<file path="src/rtl/edge_event_fifo.sv">
// Time-stamped event FIFO fed by a per-bit rising-edge detector.
// Every nonzero pedge cycle becomes one {mask, ts} record; pushes into a full FIFO are dropped and counted.
module edge_event_fifo #(
   parameter int WIDTH = 8,
   parameter int DEPTH = 8,
   parameter int TS_W  = 16,
   localparam int AW   = $clog2(DEPTH),
   localparam int LW   = AW + 1
) (
   input  logic             clk,
   input  logic             rst,
   input  logic [WIDTH-1:0] pedge,
   output logic             out_valid,
   input  logic             out_ready,
   output logic [WIDTH-1:0] out_mask,
   output logic [TS_W-1:0]  out_ts,
   output logic [LW-1:0]    level,
   output logic             overflow,
   output logic [7:0]       drop_cnt,
   input  logic             ovf_clr
);

   logic [TS_W-1:0]  r_ts;
   logic [AW:0]      r_wr_ptr;
   logic [AW:0]      r_rd_ptr;
   logic [WIDTH-1:0] r_mem_mask [DEPTH];
   logic [TS_W-1:0]  r_mem_ts   [DEPTH];
   logic             r_overflow;
   logic [7:0]       r_drop_cnt;

   logic [LW-1:0]    w_level;
   logic             w_empty;
   logic             w_full;
   logic             w_req;
   logic             w_pop;
   logic             w_push;
   logic             w_drop;

   // Pointers carry one extra MSB, so their difference is the fill level 0..DEPTH.
   assign w_level = r_wr_ptr - r_rd_ptr;
   assign w_empty = (w_level == '0);
   assign w_full  = (w_level == LW'(DEPTH));
   assign w_req   = |pedge;
   assign w_pop   = !w_empty && out_ready;
   assign w_push  = w_req && (!w_full || w_pop);
   assign w_drop  = w_req && w_full && !w_pop;

   always_ff @(posedge clk or posedge rst) begin
      if (rst) begin
         r_ts     <= '0;
         r_wr_ptr <= '0;
         r_rd_ptr <= '0;
      end else begin
         r_ts <= r_ts + 1'b1;
         if (w_push) r_wr_ptr <= r_wr_ptr + 1'b1;
         if (w_pop)  r_rd_ptr <= r_rd_ptr + 1'b1;
      end
   end

   // Storage needs no reset: stale entries are never visible because outputs are gated by out_valid.
   always_ff @(posedge clk) begin
      if (w_push) begin
         r_mem_mask[r_wr_ptr[AW-1:0]] <= pedge;
         r_mem_ts[r_wr_ptr[AW-1:0]]   <= r_ts;
      end
   end

   // A drop in the same cycle as a clear restarts the count at one.
   always_ff @(posedge clk or posedge rst) begin
      if (rst) begin
         r_overflow <= 1'b0;
         r_drop_cnt <= '0;
      end else if (w_drop) begin
         r_overflow <= 1'b1;
         if (ovf_clr)                 r_drop_cnt <= 8'd1;
         else if (r_drop_cnt != 8'hFF) r_drop_cnt <= r_drop_cnt + 8'd1;
      end else if (ovf_clr) begin
         r_overflow <= 1'b0;
         r_drop_cnt <= '0;
      end
   end

   assign out_valid = !w_empty;
   assign out_mask  = out_valid ? r_mem_mask[r_rd_ptr[AW-1:0]] : '0;
   assign out_ts    = out_valid ? r_mem_ts[r_rd_ptr[AW-1:0]]   : '0;
   assign level     = w_level;
   assign overflow  = r_overflow;
   assign drop_cnt  = r_drop_cnt;

endmodule
</file>
<file path="config.mk">
export PLATFORM = sky130hd
export DESIGN_NAME = edge_event_fifo
export DESIGN_NICKNAME = d
export VERILOG_FILES = /design/src/rtl/edge_event_fifo.sv
export SDC_FILE = /design/constraint.sdc
export NUM_CORES = 1
export LEC_CHECK = 0
export ABC_AREA = 1
export BUFFER_PORTS_ARGS = -buffer_cell sky130_fd_sc_hd__buf_2
export CAP_MARGIN = 20
export CORE_UTILIZATION = 45
export DETAILED_ROUTE_END_ITERATION = 12
export HOLD_SLACK_MARGIN = 0.03
export PLACE_DENSITY = 0.74
export SLEW_MARGIN = 20
export SYNTH_ARGS = -nofsm -noshare
export SYNTH_HDL_FRONTEND = slang
export SYNTH_SLANG_ARGS = --single-unit
export TNS_END_PERCENT = 30
</file>
<file path="constraint.sdc">
create_clock -name clk -period 3.3 [get_ports clk]
set_input_delay 0.33 -clock clk [delete_from_list [all_inputs] [get_ports clk]]
set_output_delay 0.33 -clock clk [all_outputs]
set_load 0.05 [all_outputs]
</file>
# Yosys cells after proc, flatten, opt, wreduce, memory -nomap -nowiden
# Memory sizes are Yosys's and may differ from the RTL's.
# Index checks and enable logic that the tools add are counted.
[word_totals]
reg_bits = 33
ram_bits = 192
elab_cells = 37
memories = 2
[mem_list]
columns = ["name", "words", "word_bits", "rd", "rd_ports_with_merged_regs", "wr", "line", "rtl"]
rows = [
  ["r_mem_ts", 8, 16, 1, 0, 1, "27", "logic [TS_W-1:0] r_mem_ts [DEPTH];"],
  ["r_mem_mask", 8, 8, 1, 0, 1, "26", "logic [WIDTH-1:0] r_mem_mask [DEPTH];"],
]
[op_classes]
add_sub_neg = 5
n_eq_ne = 2
n_mux = 10
reduce_logical = 13
[op_table]
columns = ["op", "n"]
rows = [
  ["$mux 8", 5],
  ["$add 16x1->16 const B", 1],
  ["$mux 16", 1],
  ["$add 4x1->4 const B", 2],
  ["$add 8x1->8 const B", 1],
  ["$ne 8x8->1 const B", 1],
  ["$reduce_or 8->1", 1],
  ["$eq 4x4->1 const B", 1],
  ["$logic_and 1x1->1", 4],
  ["$logic_not 4->1", 1],
  ["$mux 1", 4],
  ["$reduce_bool 2->1", 2],
  ["$sub 4x4->4", 1],
  ["$logic_not 1->1", 3],
  ["$reduce_and 2->1", 1],
  ["$logic_or 1x1->1", 1],
]

# Logic depth before layout (Yosys ltp)
# Gate-level depths: netlist (run 1).
[logic_depth]
word_depth = 8
depth_mapped = 13

# Worst setup path after synthesis (run 1)
# OpenSTA, ideal clock, no wires.
[synth_timing]
kind = "reg-to-reg"
startpoint = "register r_wr_ptr[0]"
endpoint = "memory r_mem_mask[1][0], enable pin"
arrival_ns = 3.176
slack_ns = -0.280
stages_incl_launch_ff = 11
period_less_slack_ns = 3.580
path_cell_list = "dfrtp_1 inv_1 ha_1 inv_1 fa_1 nor2_1 nand3_2 nor2_8 a21oi_4 nand2_2 nor2_1"
[synth_via]
elab_chain_cells = 8
[synth_lines]
columns = ["item", "line", "rtl"]
rows = [
  ["from (decl)", "24", "logic [AW:0] r_wr_ptr;"],
  ["from (signal assigned)", "55", "if (w_push) r_wr_ptr <= r_wr_ptr + 1'b1;"],
  ["$sub 4x4->4 *", "40", "assign w_level = r_wr_ptr - r_rd_ptr;"],
  ["named net level[1]", "17", "output logic [LW-1:0] level,"],
  ["$logic_not 4->1", "41", "assign w_empty = (w_level == '0);"],
  ["$logic_not 1->1", "44", "assign w_pop = !w_empty && out_ready;"],
  ["$logic_and 1x1->1", "44", ""],
  ["$logic_or 1x1->1 *", "45", "assign w_push = w_req && (!w_full || w_pop);"],
  ["$logic_and 1x1->1 *", "45", ""],
  ["$mux 1 *", "62", "if (w_push) begin"],
  ["$mux 1 (not written as such) *", "63", "r_mem_mask[r_wr_ptr[AW-1:0]] <= pedge;"],
  ["to (decl)", "26", ""],
]
# The timed path passes the listed nets; every way through them passes the cells marked *.

# Worst setup path in the final report (run 1)
[layout_timing]
startpoint = "register r_wr_ptr[0]"
endpoint = "output port out_ts[5]"
[layout_via]
elab_chain_cells = 3
[layout_lines]
columns = ["item", "line", "rtl"]
rows = [
  ["$sub 4x4->4", "40", ""],
  ["$logic_not 4->1", "41", ""],
  ["$mux 16", "85", "assign out_ts = out_valid ? r_mem_ts[r_rd_ptr[AW-1:0]] : '0;"],
  ["to (decl)", "16", "output logic [TS_W-1:0] out_ts,"],
]
# Every way passes these cells.

==> results of run 1 <==
per-stage QoR:
step	hold WS, ns	cells	instance area [um2]	setup TNS [ns]
2_1_floorplan	0.429	747	9470	-20.19
3_3_place_gp	0.476	1047	9980	0
3_5_place_dp	0.473	1047	9980	0
5_1_grt	0.135	1088	10700	0
6_report	0.133	1088	10700	0
4_1_cts	0.124	1088	10700	0
critical path, stage by stage (launching register included):
cell and delay, ns:
dfrtp_1 0.43, inv_1 0.11, ha_1 0.21, inv_1 0.09, fa_1 0.44, nor2_1 0.15
nand3_2 0.14, nand3b_4 0.22, inv_6 0.20, nor2_1 0.08, buf_2 0.21
worst paths after layout:
kind | startpoint | end | slack [ns] | cells after the start
max | r_wr_ptr[0] | out_ts[5] | 0.18 | 10
min | pedge[4] | r_mem_mask[7][4] | 0.13 | 1
max reg2reg | r_wr_ptr[0] | r_mem_ts[6][10] | 0.59 | 11
min reg2reg | overflow | overflow | 0.49 | 2
max in group asynchronous | rst | r_rd_ptr[0] | 2.11 | 4
min in group asynchronous | rst | r_ts[13] | 0.48 | 3
repair_timing:
action | CTS | global route
resized for setup | 1 | 1
endpoints found under the hold margin | 16 | 0
endpoints found under the setup margin | 24 | 18
hold buffers | 1 | 0
routing by layer:
metal	routed length, um	GRT usage (%)
met5	0	0
met2	9790	31.3
met1	8300	22.9
met4	211	4.18
met3	965	2.42
placed cells by master, fill, tap and decap left out, types with 3 or more instances in the layout:
cell type	count
a21oi_1	98
a22oi_1	48
buf_2	49
buf_4	19
clkbuf_1	4
clkbuf_16	23
clkbuf_8	5
dfrtp_1	31
edfxtp_1	192
ha_1	7
inv_1	22
inv_2	4
mux2i_1	24
nand2_1	151
nand2_2	3
nand3_1	26
nand3_2	4
nand4_1	7
nor2_1	41
nor2_2	11
o21ai_0	4
xnor2_1	7
xor2_1	13
cell type report:
class                   instances  share of cell area [%]
multi-input cells             456                    23.8
repair buffers                 69                    3.70
inverters                      28                    1.05
flip-flops and latches        225                    61.4
clock buffers                  32                    6.14
clock inverters                 8                   0.862
well taps                     270                    3.14
cells by family (layout without fill, tap and decap cells):
kind of cell             Yosys count  count (layout)  share of synthesized area, %
flip-flops                       225             225                          69.6
multiplexers                      24              24                          2.54
AND/OR/NAND/NOR                  252             252                          11.9
AO/OA/AOI/OAI                    152             152                          9.46
buffers and inverters             66             137                          3.50
adder cells (fa/ha/maj)            8               8                          1.14
XOR/XNOR                          20              20                          1.85
flip-flops by register name, summed over array words and instances (netlist names):
name and cells:
drop_cnt 8, overflow 1, r_mem_mask 64, r_mem_ts 128, r_rd_ptr 4, r_ts 16, r_wr_ptr 4
==> flow_summary.yaml, run 1 <==
run_status:
  status: "finished clean"
min_path:
  worstHoldPathType: "in2reg"
clocking:
  clock_latency_ns: 0.49
  max-clock-path-buffers: 3
  cts_max_level: 1
  numCtsBuffers: 22
  cts_tree: "done"
  cts_num_sinks: 225
  clockRootBuffer: "clkbuf_16"
  post_cts_buffers: 0
  clk_pin_slew_ns: 0.06
logic_synthesis:
  synthesis.instances: 747
  yosys-top-cells-count: "edfxtp_1, nand2_1, a21oi_1"
  synth_top_flop_cell: "edfxtp_1"
  synthesis.nets: 767
  ys_ff_latch: 225
  synth_area_per_cell_um2: 12.7
  synth_top_area_cell: "edfxtp_1"
  post_synth_num_cell_types: 34
  synth_most_common_cell: "edfxtp_1"
  ys_seq_area_share_pct: 69.6
  synth-async-reset-ratio_pct: 14.7
  synth_area_mm2: 0.00947
  yosys_warnings: 0
  synth_edf_count: 192
  synth_top_area_share_pct: 60.9
  synth.area.top_cells: "edfxtp_1, dfrtp_1, nand2_1"
final_layout:
  nets: 822
  drive_gt1_share_pct: 16.6
  ff_latch_area_mm2: 0.00659
  synthToLayoutAreaGrowth_pct: 13.5
  final_core_util_pct: 52.6
  multi_input_area_mm2: 0.00255
  num_antenna_cells: 0
  fill_cells: 1710
flow_run:
  cap_violations: 0
sta:
  finClkSkew_ns: 0.0102
  layout_setup_ws_ns: 0.179
  slew_violations: 0
  fmax_mhz: 320
  setup_violations: 0
  rsz0062_at_grt: "no"
  max-slew-margin-rel_pct: 27.5
  tightestPinTransition_ns: 1.09
  fin_crit_sh_pct: 94.6
  hold_viol_final: 0
  fin_crit_ns: 3.12
global_route:
  grt_pass1_wl_um: 29800
  antenna_found_initial: 0
  grt.overflow.total: 0
  grt_max_degree: 99
  grt_pass1_vias: 5560
  grt_usage_pct: 17.7
die:
  rows: 52
  core_area_mm2: 0.0204
  die-area_mm2: 0.0216
  initial_core_util_pct: 46.3
  die_h_um: 147
  ios: 50
  die_w_um: 147
routing:
  drc: 0
  drt-total-wl_um: 19300
  num_vias: 5889
  drtAntennaViolNets: 0
  via_per_inst: 5.41
  drt_pass1_iterations: 5
  wl_per_cell_um: 17.7
  drt_iter0_markers: 424
place:
  gp_congestion: 0.788
  dp_hpwl_um: 10900
  post-place-ws_ns: 0.429
  io_buffers: 49
critical_path:
  crit_path_max_fanout: 24
  arrival_ns: 2.79
  crit_type: "reg2out"
  critPathLaunchType: "register"
  required_ns: 2.97
  end_kind: "primary output"
Power of run 1 is left out: the tool's default activity adds up to more than one toggle a clock period on the data nets, which glitch-free logic cannot reach.
==> inputs of run 2 (changes only) <==
--- a/config.mk
+++ b/config.mk
@@ -12,6 +12,7 @@
 export DETAILED_ROUTE_END_ITERATION = 12
 export HOLD_SLACK_MARGIN = 0.03
 export PLACE_DENSITY = 0.74
+export SETUP_SLACK_MARGIN = 0.4
 export SLEW_MARGIN = 20
 export SYNTH_ARGS = -nofsm -noshare
 export SYNTH_HDL_FRONTEND = slang
==> flow_summary.yaml, run 2 (synthesis results as in run 1) <==
global_route:
  grt.overflow.total: 0
  busiest_layer: "met2"
  grtUsageMet3_pct: 2.27
  grt_pass1_vias: 5842
  grt_pass1_wl_um: 31600
  grt_usage_pct: 18.9
  grt_use_met1_pct: 25.5
  met2_usage_pct: 31.9
  grt_max_degree: 62
  antenna_found_initial: 0
place:
  gp_congestion: 0.803
  io_buffers: 49
  dp_hpwl_um: 11000
clocking:
  clockRootBuffer: "clkbuf_16"
  cts_num_sinks: 225
  clock_latency_ns: 0.49
  clk_pin_slew_ns: 0.06
  cts_max_level: 1
  numCtsBuffers: 22
  cts_tree: "done"
  max-clock-path-buffers: 3
final_layout:
  nets: 832
  drive_gt1_share_pct: 20.2
  layout_commonest_cell: "edfxtp_1"
  largest_register_ffs: 128
  fill_cells: 1666
  layout_common_cells: "edfxtp_1, nand2_1, a21oi_1"
  num_antenna_cells: 0
  synthToLayoutAreaGrowth_pct: 19.3
sta:
  fmax_mhz: 341
  fin_crit_sh_pct: 88.9
  hold_viol_final: 0
  slew_violations: 0
  fin_crit_ns: 2.93
  finClkSkew_ns: 0.00952
  fin_tns_setup_ns: 0
  tightestPinTransition_ns: 0.656
  setup_violations: 0
  max-slew-margin-rel_pct: 56.3
  rsz0062_at_grt: "yes"
routing:
  drtAntennaViolNets: 0
  wl_per_cell_um: 18.6
  via_per_inst: 5.46
  drt-total-wl_um: 20400
  drt_iter0_markers: 484
  num_vias: 5994
  drt_pass1_iterations: 4
  drc: 0
critical_path:
  critPathLaunchType: "register"
  regToRegSetupSlack_ns: 0.53
  end_kind: "primary output"
  arrival_ns: 2.60
  crit_type: "reg2out"
  required_ns: 2.97
  crit_path_max_fanout: 7
die:
  initial_core_util_pct: 46.3
  die_w_um: 147
  die-area_mm2: 0.0216
  core_area_mm2: 0.0204
  die_h_um: 147
  rows: 52
  ios: 50
min_path:
  worstHoldPathType: "in2reg"
run_status:
  status: "finished clean"
flow_run:
  cap_violations: 0
==> run 2: cell types whose count changed in the layout (fill, tap and decap cells not counted), sizes merged <==
cell	delta
buf	+10
clkinv	+7
clkbuf	-4
clkinvlp	-2
bufinv	-1
==> run 2: final timing paths <==
path                              from          endpoint  depth (start not counted)
setup / recovery           r_rd_ptr[0]       out_mask[6]                         11
hold / removal                pedge[4]  r_mem_mask[5][4]                          1
setup reg to reg           r_wr_ptr[0]  r_mem_mask[6][6]                         13
hold reg to reg               overflow          overflow                          2
max in group asynchronous          rst       r_rd_ptr[1]                          4
min in group asynchronous          rst          r_ts[13]                          3
==> run 2: layout make-up <==
class / instances / area (um2) / share of cell area, %
timing repair buffer: 79 / 777 / 6.88
inverter: 28 / 118 / 1.04
multi-input combinational: 456 / 2790 / 24.7
clock inverter: 12 / 85.1 / 0.753
clock buffer: 28 / 594 / 5.26
sequential: 225 / 6590 / 58.4
tap: 270 / 338 / 2.99
==> run 2: critical path, stage by stage, from the launching register on <==
cell	delay (ns)
dfrtp_2	0.44
ha_4	0.17
inv_4	0.05
fa_2	0.45
nor2_2	0.13
nand3_2	0.08
nand3b_4	0.21
inv_8	0.11
buf_12	0.11
buf_16	0.15
nor2_4	0.05
buf_6	0.15
==> run 2: per-layer routing <==
metal	routed length [um]	part of all wire, %
met1	8750	43
met2	10200	50
met3	1040	5.1
met4	418	2.1
met5	0	0
==> run 2: per-stage QoR <==
| stage | hold WS [ns] | cell area (um2) | instances | worst slack, ns | util, % |
|---|---|---|---|---|---|
| after floorplan | 0.429 | 9680 | 747 | 0.413 | - |
| after global placement | 0.467 | 10300 | 1047 | 0.554 | 50.3 |
| after detailed placement | 0.469 | 10300 | 1047 | 0.488 | 50.3 |
| after CTS | 0.111 | 11200 | 1096 | 0.367 | 54.9 |
| after global routing | 0.126 | 11300 | 1098 | 0.279 | 55.3 |
| final | 0.122 | 11300 | 1098 | 0.366 | 55.3 |
==> run 2: repair_timing <==
action | in CTS | in global routing
endpoints found under the setup margin | 24 | 24
gates cloned | 2 | 0
gates resized for setup | 42 | 23
pin swaps | 2 | 4
setup buffers | 6 | 2
endpoints found under the hold margin | 15 | 0
hold buffers | 1 | 0
Power of run 2 is left out for the same reason.
